`src/rtl/ctrl_fsm.sv`:
```
// Multicycle control unit: FETCH -> DECODE -> EXEC/MWAIT -> WB sequencing
// and datapath control strobes for RV32I R-type plus M-extension MUL*.
module ctrl_fsm #(
    parameter int pcmux_N     = 2,
    parameter int ifuresctl_N = 2,
    parameter int MUL_LAT     = 2
) (
    input  logic                           clk,
    input  logic                           rst,
    input  logic                           run,
    input  logic [6:0]                     opcode,
    input  logic [2:0]                     func3,
    input  logic [1:0]                     func7b50,
    output logic [$clog2(pcmux_N)-1:0]     pcmuxctl,
    output logic                           pcnextctl,
    output logic                           instrre,
    output logic                           regre,
    output logic                           regwe,
    output logic [3:0]                     aluctl,
    output logic [1:0]                     mulctl,
    output logic [$clog2(ifuresctl_N)-1:0] ifuresctl,
    output logic                           illegal
);

    localparam int RW = $clog2(ifuresctl_N);
    localparam int CW = (MUL_LAT > 1) ? $clog2(MUL_LAT) : 1;

    typedef enum logic [2:0] {
        S_FETCH  = 3'd0,
        S_DECODE = 3'd1,
        S_EXEC   = 3'd2,
        S_MWAIT  = 3'd3,
        S_WB     = 3'd4
    } state_e;

    typedef enum logic [1:0] {
        C_ALU = 2'd0,
        C_MUL = 2'd1,
        C_ILL = 2'd2
    } cls_e;

    state_e        state_q, state_d;
    cls_e          cls_q, cls_d, cls_in;
    logic [2:0]    f3_q, f3_d;
    logic          f7h_q, f7h_d;
    logic [CW-1:0] cnt_q, cnt_d;
    logic [3:0]    alu_op;

    assign alu_op = {f7h_q, f3_q};

    // DIV/REM (func3[2]=1 with f7=01) stays illegal until a divider exists
    always_comb begin
        cls_in = C_ILL;
        if (opcode == 7'b0110011) begin
            if (func7b50 == 2'b00 ||
                (func7b50 == 2'b10 &&
                 (func3 == 3'b000 || func3 == 3'b101))) begin
                cls_in = C_ALU;
            end else if (func7b50 == 2'b01 && !func3[2]) begin
                cls_in = C_MUL;
            end
        end
    end

    always_ff @(posedge clk) begin
        if (rst) begin
            state_q <= S_FETCH;
            cls_q   <= C_ALU;
            f3_q    <= '0;
            f7h_q   <= 1'b0;
            cnt_q   <= '0;
        end else begin
            state_q <= state_d;
            cls_q   <= cls_d;
            f3_q    <= f3_d;
            f7h_q   <= f7h_d;
            cnt_q   <= cnt_d;
        end
    end

    always_comb begin
        state_d = state_q;
        cls_d   = cls_q;
        f3_d    = f3_q;
        f7h_d   = f7h_q;
        cnt_d   = cnt_q;
        case (state_q)
            S_FETCH: begin
                if (run) state_d = S_DECODE;
            end
            S_DECODE: begin
                cls_d = cls_in;
                f3_d  = func3;
                f7h_d = func7b50[1];
                cnt_d = CW'(MUL_LAT - 1);
                case (cls_in)
                    C_ALU:   state_d = S_EXEC;
                    C_MUL:   state_d = S_MWAIT;
                    default: state_d = S_WB;
                endcase
            end
            S_EXEC: state_d = S_WB;
            S_MWAIT: begin
                if (cnt_q == '0) state_d = S_WB;
                else cnt_d = cnt_q - 1'b1;
            end
            S_WB:    state_d = S_FETCH;
            default: state_d = S_FETCH;
        endcase
    end

    // Everything is held low while reset is asserted, whatever the state
    always_comb begin
        pcmuxctl  = '0;
        pcnextctl = 1'b0;
        instrre   = 1'b0;
        regre     = 1'b0;
        regwe     = 1'b0;
        aluctl    = '0;
        mulctl    = '0;
        ifuresctl = '0;
        illegal   = 1'b0;
        if (!rst) begin
            case (state_q)
                S_FETCH:  instrre = run;
                S_DECODE: regre = 1'b1;
                S_EXEC:   aluctl = alu_op;
                S_MWAIT: begin
                    aluctl    = alu_op;
                    mulctl    = f3_q[1:0];
                    ifuresctl = RW'(1);
                end
                S_WB: begin
                    pcnextctl = 1'b1;
                    case (cls_q)
                        C_ALU: begin
                            regwe  = 1'b1;
                            aluctl = alu_op;
                        end
                        C_MUL: begin
                            regwe     = 1'b1;
                            aluctl    = alu_op;
                            mulctl    = f3_q[1:0];
                            ifuresctl = RW'(1);
                        end
                        default: illegal = 1'b1;
                    endcase
                end
                default: ;
            endcase
        end
    end

endmodule

```
`config.mk`:
```
export PLATFORM = sky130hd
export DESIGN_NAME = ctrl_fsm
export DESIGN_NICKNAME = d
export VERILOG_FILES = /design/src/rtl/ctrl_fsm.sv
export SDC_FILE = /design/constraint.sdc
export NUM_CORES = 1
export LEC_CHECK = 0
export CAP_MARGIN = 0
export CORE_AREA = 2 2 39 41
export CTS_CLUSTER_DIAMETER = 100
export DETAILED_ROUTE_END_ITERATION = 7
export DIE_AREA = 0 0 41 43
export DONT_BUFFER_PORTS = 1
export GPL_TIMING_DRIVEN = 0
export PLACE_DENSITY = 0.73
export SYNTH_ARGS = -nofsm -noshare
export SYNTH_HDL_FRONTEND = slang
export SYNTH_SLANG_ARGS = --single-unit
```
`constraint.sdc`:
```
create_clock -name clk -period 1.3 [get_ports clk]
set_input_delay 0.13 -clock clk [delete_from_list [all_inputs] [get_ports clk]]
set_output_delay 0.13 -clock clk [all_outputs]
set_load 0.02 [all_outputs]
```
**Word level (Yosys, flattened, before mapping)**

Cells that the tools add are included.

- Register bits after elaboration: 10
- Bits of input ports: 15
- Output and inout bits: 13
- Word-level logic and storage cells: 62

- $add $sub $neg: 1
- Equal/unequal tests: 12
- Mux-type cells: 30
- Reductions and logical operators: 14

Operator list:

| kind | count |
|---|---|
| 1-bit two-way mux | 15 |
| 3-bit one-hot mux with 4 select lines | 1 |
| 2-bit two-way mux | 5 |
| 4-bit two-way mux | 2 |
| 4-bit one-hot mux with 2 select lines | 1 |
| 7-bit by 6-bit equality test with 1-bit output, second input constant | 1 |
| 2-bit by 1-bit equality test with 1-bit output, second input constant | 3 |
| 3-bit by 2-bit equality test with 1-bit output, second input constant | 2 |
| 3-bit equality test, second input constant | 2 |
| 2-bit logical NOT | 3 |
| 3-bit logical NOT | 2 |
| 3-bit two-way mux | 2 |
| 3-bit one-hot mux with 2 select lines | 1 |
| 2-bit != test, second input constant | 2 |
| 1-bit one-hot mux with 2 select lines | 2 |
| 2-bit one-hot mux with 2 select lines | 1 |
| 2-bit OR reduction | 2 |
| 3-bit by 1-bit equality test with 1-bit output, second input constant | 1 |
| 2-bit equality test, second input constant | 1 |
| 1-bit logical AND | 2 |
| 1-bit logical OR | 2 |
| 2-bit AND reduction | 1 |
| 2-bit nonzero test | 1 |
| 1-bit logical NOT | 1 |
| 1-bit subtractor, second input constant | 1 |

**Longest topological paths before layout**

- Word-level depth: 9
- Depth in mapped cells: 4
- Gate-level depth less buffers: 3

**Worst setup path before layout**

OpenSTA, ideal clock, no wires.

- Kind: register -> output
- From: reg state_q[1]
- To: out regwe
- Arrival time: 1.724 ns
- Required time: 1.170 ns
- Slack: -0.554 ns
- Cell stages (with the launch flop): 4
- Buffers on the path: 1
- Cell sequence: dfxtp_1 buf_6 nor4b_1 nor2b_1

- Longest elaborated chain between the ends: 3

RTL lines:

| element | line | source |
|---|---|---|
| start: declaration | 42 | `state_e state_q, state_d;` |
| start signal: assignment | 73 | `state_q <= state_d;` |
| 3-bit equality test | 124 | `case (state_q)` |
| 1-bit two-way mux | 124 |  |
| 1-bit two-way mux | 123 | `if (!rst) begin` |
| end: declaration | 18 | `output logic regwe,` |

Every way passes these cells.

**Worst setup path in the final report**

- From: reg state_q[1]
- To: out mulctl[0]

- Longest elaborated chain between the ends: 3
- Elaborated cells on any way between the ends: 4
- Classes of those cells: 2 x eq/ne; 2 x mux

RTL lines:

| element | line | source |
|---|---|---|
| 3-bit equality test / 3-bit by 2-bit equality test with 1-bit output (equally long branches) | 124 |  |
| 2-bit one-hot mux with 2 select lines (*) | 124 |  |
| 2-bit two-way mux (*) | 123 |  |
| end: declaration | 20 | `output logic [1:0] mulctl,` |

Every way passes the cells marked *; elsewhere a longest branch is shown, timed or not.

==> out/results.ini <==
[finish]
syn_to_final_growth_pct = 36.3
stdcell_area_sq_um = 803
final_layout_size_suffix_gt1_share_pct = 45.5
n_antenna_cell = 0
fin_cells = 93
nets = 94
postLayoutCoreUtil_pct = 58.0

[floorplanning]
die_h_um = 43
pin_count = 28
core-area_sq_um = 1380
rows = 14
die_area_sq_um = 1760
die_w_um = 41
start_util_pct = 42.6

[clocking]
cts_tree = yes
h-tree-depth = 1
max-clock-path-buffers = 2
clock_latency_ns = 0.26
clkSinkCount = 10
clockRootBuffer = clkbuf_4
cts_buffers = 3
path_clk_slew_ns = 0.07

[power_and_ir_drop]
vdd_drop_max_v = 0.000434
p_int_mw = 0.480
pwr-share-comb_pct = 16.7
power.static_leakage_nw = 0.301
p_sw_share_pct = 26.4
p_switching_mw = 0.172
p_per_area_nw_per_um2 = 811
power_frac_seq_pct = 50.8
p_clk_share_pct = 32.6

[drt]
antenna_left = 0
wl_per_cell_um = 15.1
drc_errors = 0
num_vias = 520
drtPass1Iterations = 3
vias_per_cell = 5.59
drt-total-wl_um = 1410
drt_iter0_drc = 12

[critical_path]
worst-setup-path-type = flop to primary output
cpMaxStageDelayCell = or4b_4
arrival_ns = 1.70
cp_cell_sequence = or4b_4 > o22a_4 > nor3b_4
crit_path_end_kind = primary output
path_delay_family = simple AND/OR/NAND/NOR gates
path_buf_inv = 0
crit_fanout = 3
crit_required_ns = 1.17
slowest_delay_ns = 0.55
setup.worst_path.start_class = flop

[timing]
rsz0062_at_grt = true
skew_ns = 0.00288
drv_slew = 0
timing.fmax_mhz = 546
setup-violations-final = 21
relSlewSlack_pct = 56.6
fin_ws_ns = -0.530
min_period_over_period_pct = 141
worstMarginPinSlew_ns = 0.648
post-route-min-period_ns = 1.83
final-hold-violation-count = 0

[yosys]
synth_seq_cells = 10
ys_types = 33
synth_area_leaders = dfxtp_1 (34%), mux2i_1 (6.8%), and2_1 (6.4%)
synthArstFlopShare_pct = 0
synthTopCellsByCount = dfxtp_1 (10), nor2_1 (9), and2_1 (6)
synth_edf_count = 0
synth_nets = 83
synth_area_sq_um = 589
ys.flop_type = dfxtp_1
yosys.area.top_type = dfxtp_1
syn_inst = 68
yosys_warnings = 0
post-synth-top-count-cell = dfxtp_1
ys_seq_area_share_pct = 34.0
avgSynthCellArea_sq_um = 8.67
synth_top_area_share_pct = 34.0

[place]
placedInstanceArea_sq_um = 644
dp_hpwl_um = 922
preCtsSetupSlack_ns = -0.356
port_buffers = 0
gp_congestion = 0.773
place_inst = 84

[status]
failed_checks = setup timing
status = finished, violations left

[global_route]
grt_pass1_vias = 471
antenna_found_initial = 0
grt_overflow = 0
grt_pass1_wl_um = 2010
grt_usage_pct = 17.2
grt_start_max_net_pins = 11

[job]
max_cap_violations = 0

[worst_hold_path]
holdCritPathClass = input port to flop

sequential cells by signal, indices dropped and copies added (netlist names):
| name | count |
|---|---|
| cls_q | 2 |
| cnt_q | 1 |
| f3_q | 3 |
| state_q | 3 |
| f7h_q | 1 |
path summary, 6_finish.rpt:
path | startpoint | to | slack (ns) | cells after the start
setup reg to reg | state_q[0] | state_q[2] | -0.28 | 6
hold / removal | rst | state_q[2] | 0.02 | 2
setup / recovery | state_q[1] | mulctl[0] | -0.53 | 3
hold reg to reg | cls_q[0] | cls_q[0] | 0.49 | 2
cells in the final DEF (no fill, tap or decap), types with 2 or more instances in the layout:
cell type	n
a21oi_1	3
dfxtp_4	2
nor2_1	7
mux2i_1	4
buf_4	5
nand4_1	2
nor3b_4	2
dfxtp_1	7
buf_6	3
clkbuf_4	3
and2_4	5
and3_4	2
inv_1	2
cells by family (layout without fill, tap and decap cells):
family / count (synthesis) / in the layout / synth area share [%]
other cells: 1 / 1 / 0.636
buf+inv: 5 / 14 / 5.10
mux: 4 / 4 / 6.79
simple gates: 35 / 35 / 38.4
compound gates: 12 / 12 / 13.6
flops: 10 / 10 / 34.0
xor+xnor: 1 / 1 / 1.49
worst reg2reg max path, cell delays in order (launching register included):
cell     delay [ns]
dfxtp_4        0.35
buf_4          0.13
buf_6          0.12
buf_6          0.12
and3_4         0.14
or4_4          0.49
a31oi_1        0.15
per-layer routing:
layer	wire length (um)	vias to the layer above	GRT usage [%]
met3	57	4	4.19
met2	740	12	26.9
li1	-	260	-
met4	38	0	12.0
met1	570	244	19.1
met5	0	-	0
cell type report:
cell class,instances,area (sq um)
Multi-Input combinational cell,53,469
Sequential cell,10,209
Fill cell,112,581
Clock buffer,3,22.5
Timing Repair Buffer,6,52.6
Buffer,3,22.5
Inverter,2,7.51
Tap cell,16,20.0
stage by stage:
step	power, mW	TNS (ns)	hold WS, ns
after floorplan	0.405	-1.37	0.277
after global placement	0.416	-3.43	0.282
after detailed placement	0.417	-3.67	0.287
after CTS	0.634	-5.44	0.0157
after global routing	0.677	-7.79	0.0137
final	0.652	-6.58	0.0179
timing repair:
item                       CTS  global route
setup endpoints to repair   18            21
pin swaps                    4             6
setup buffers                4             2
gates resized for setup     17             9
hold buffers                 0             0
power groups by stage:
stage | sequential (mW) | combinational, mW | clock, mW
6_report | 0.331 | 0.109 | 0.212
5_1_grt | 0.332 | 0.117 | 0.228
4_1_cts | 0.330 | 0.0937 | 0.210
3_5_place_dp | 0.339 | 0.0779 | 0
3_3_place_gp | 0.339 | 0.0768 | 0
2_1_floorplan | 0.336 | 0.0689 | 0
(Power assumes the default switching activity.)
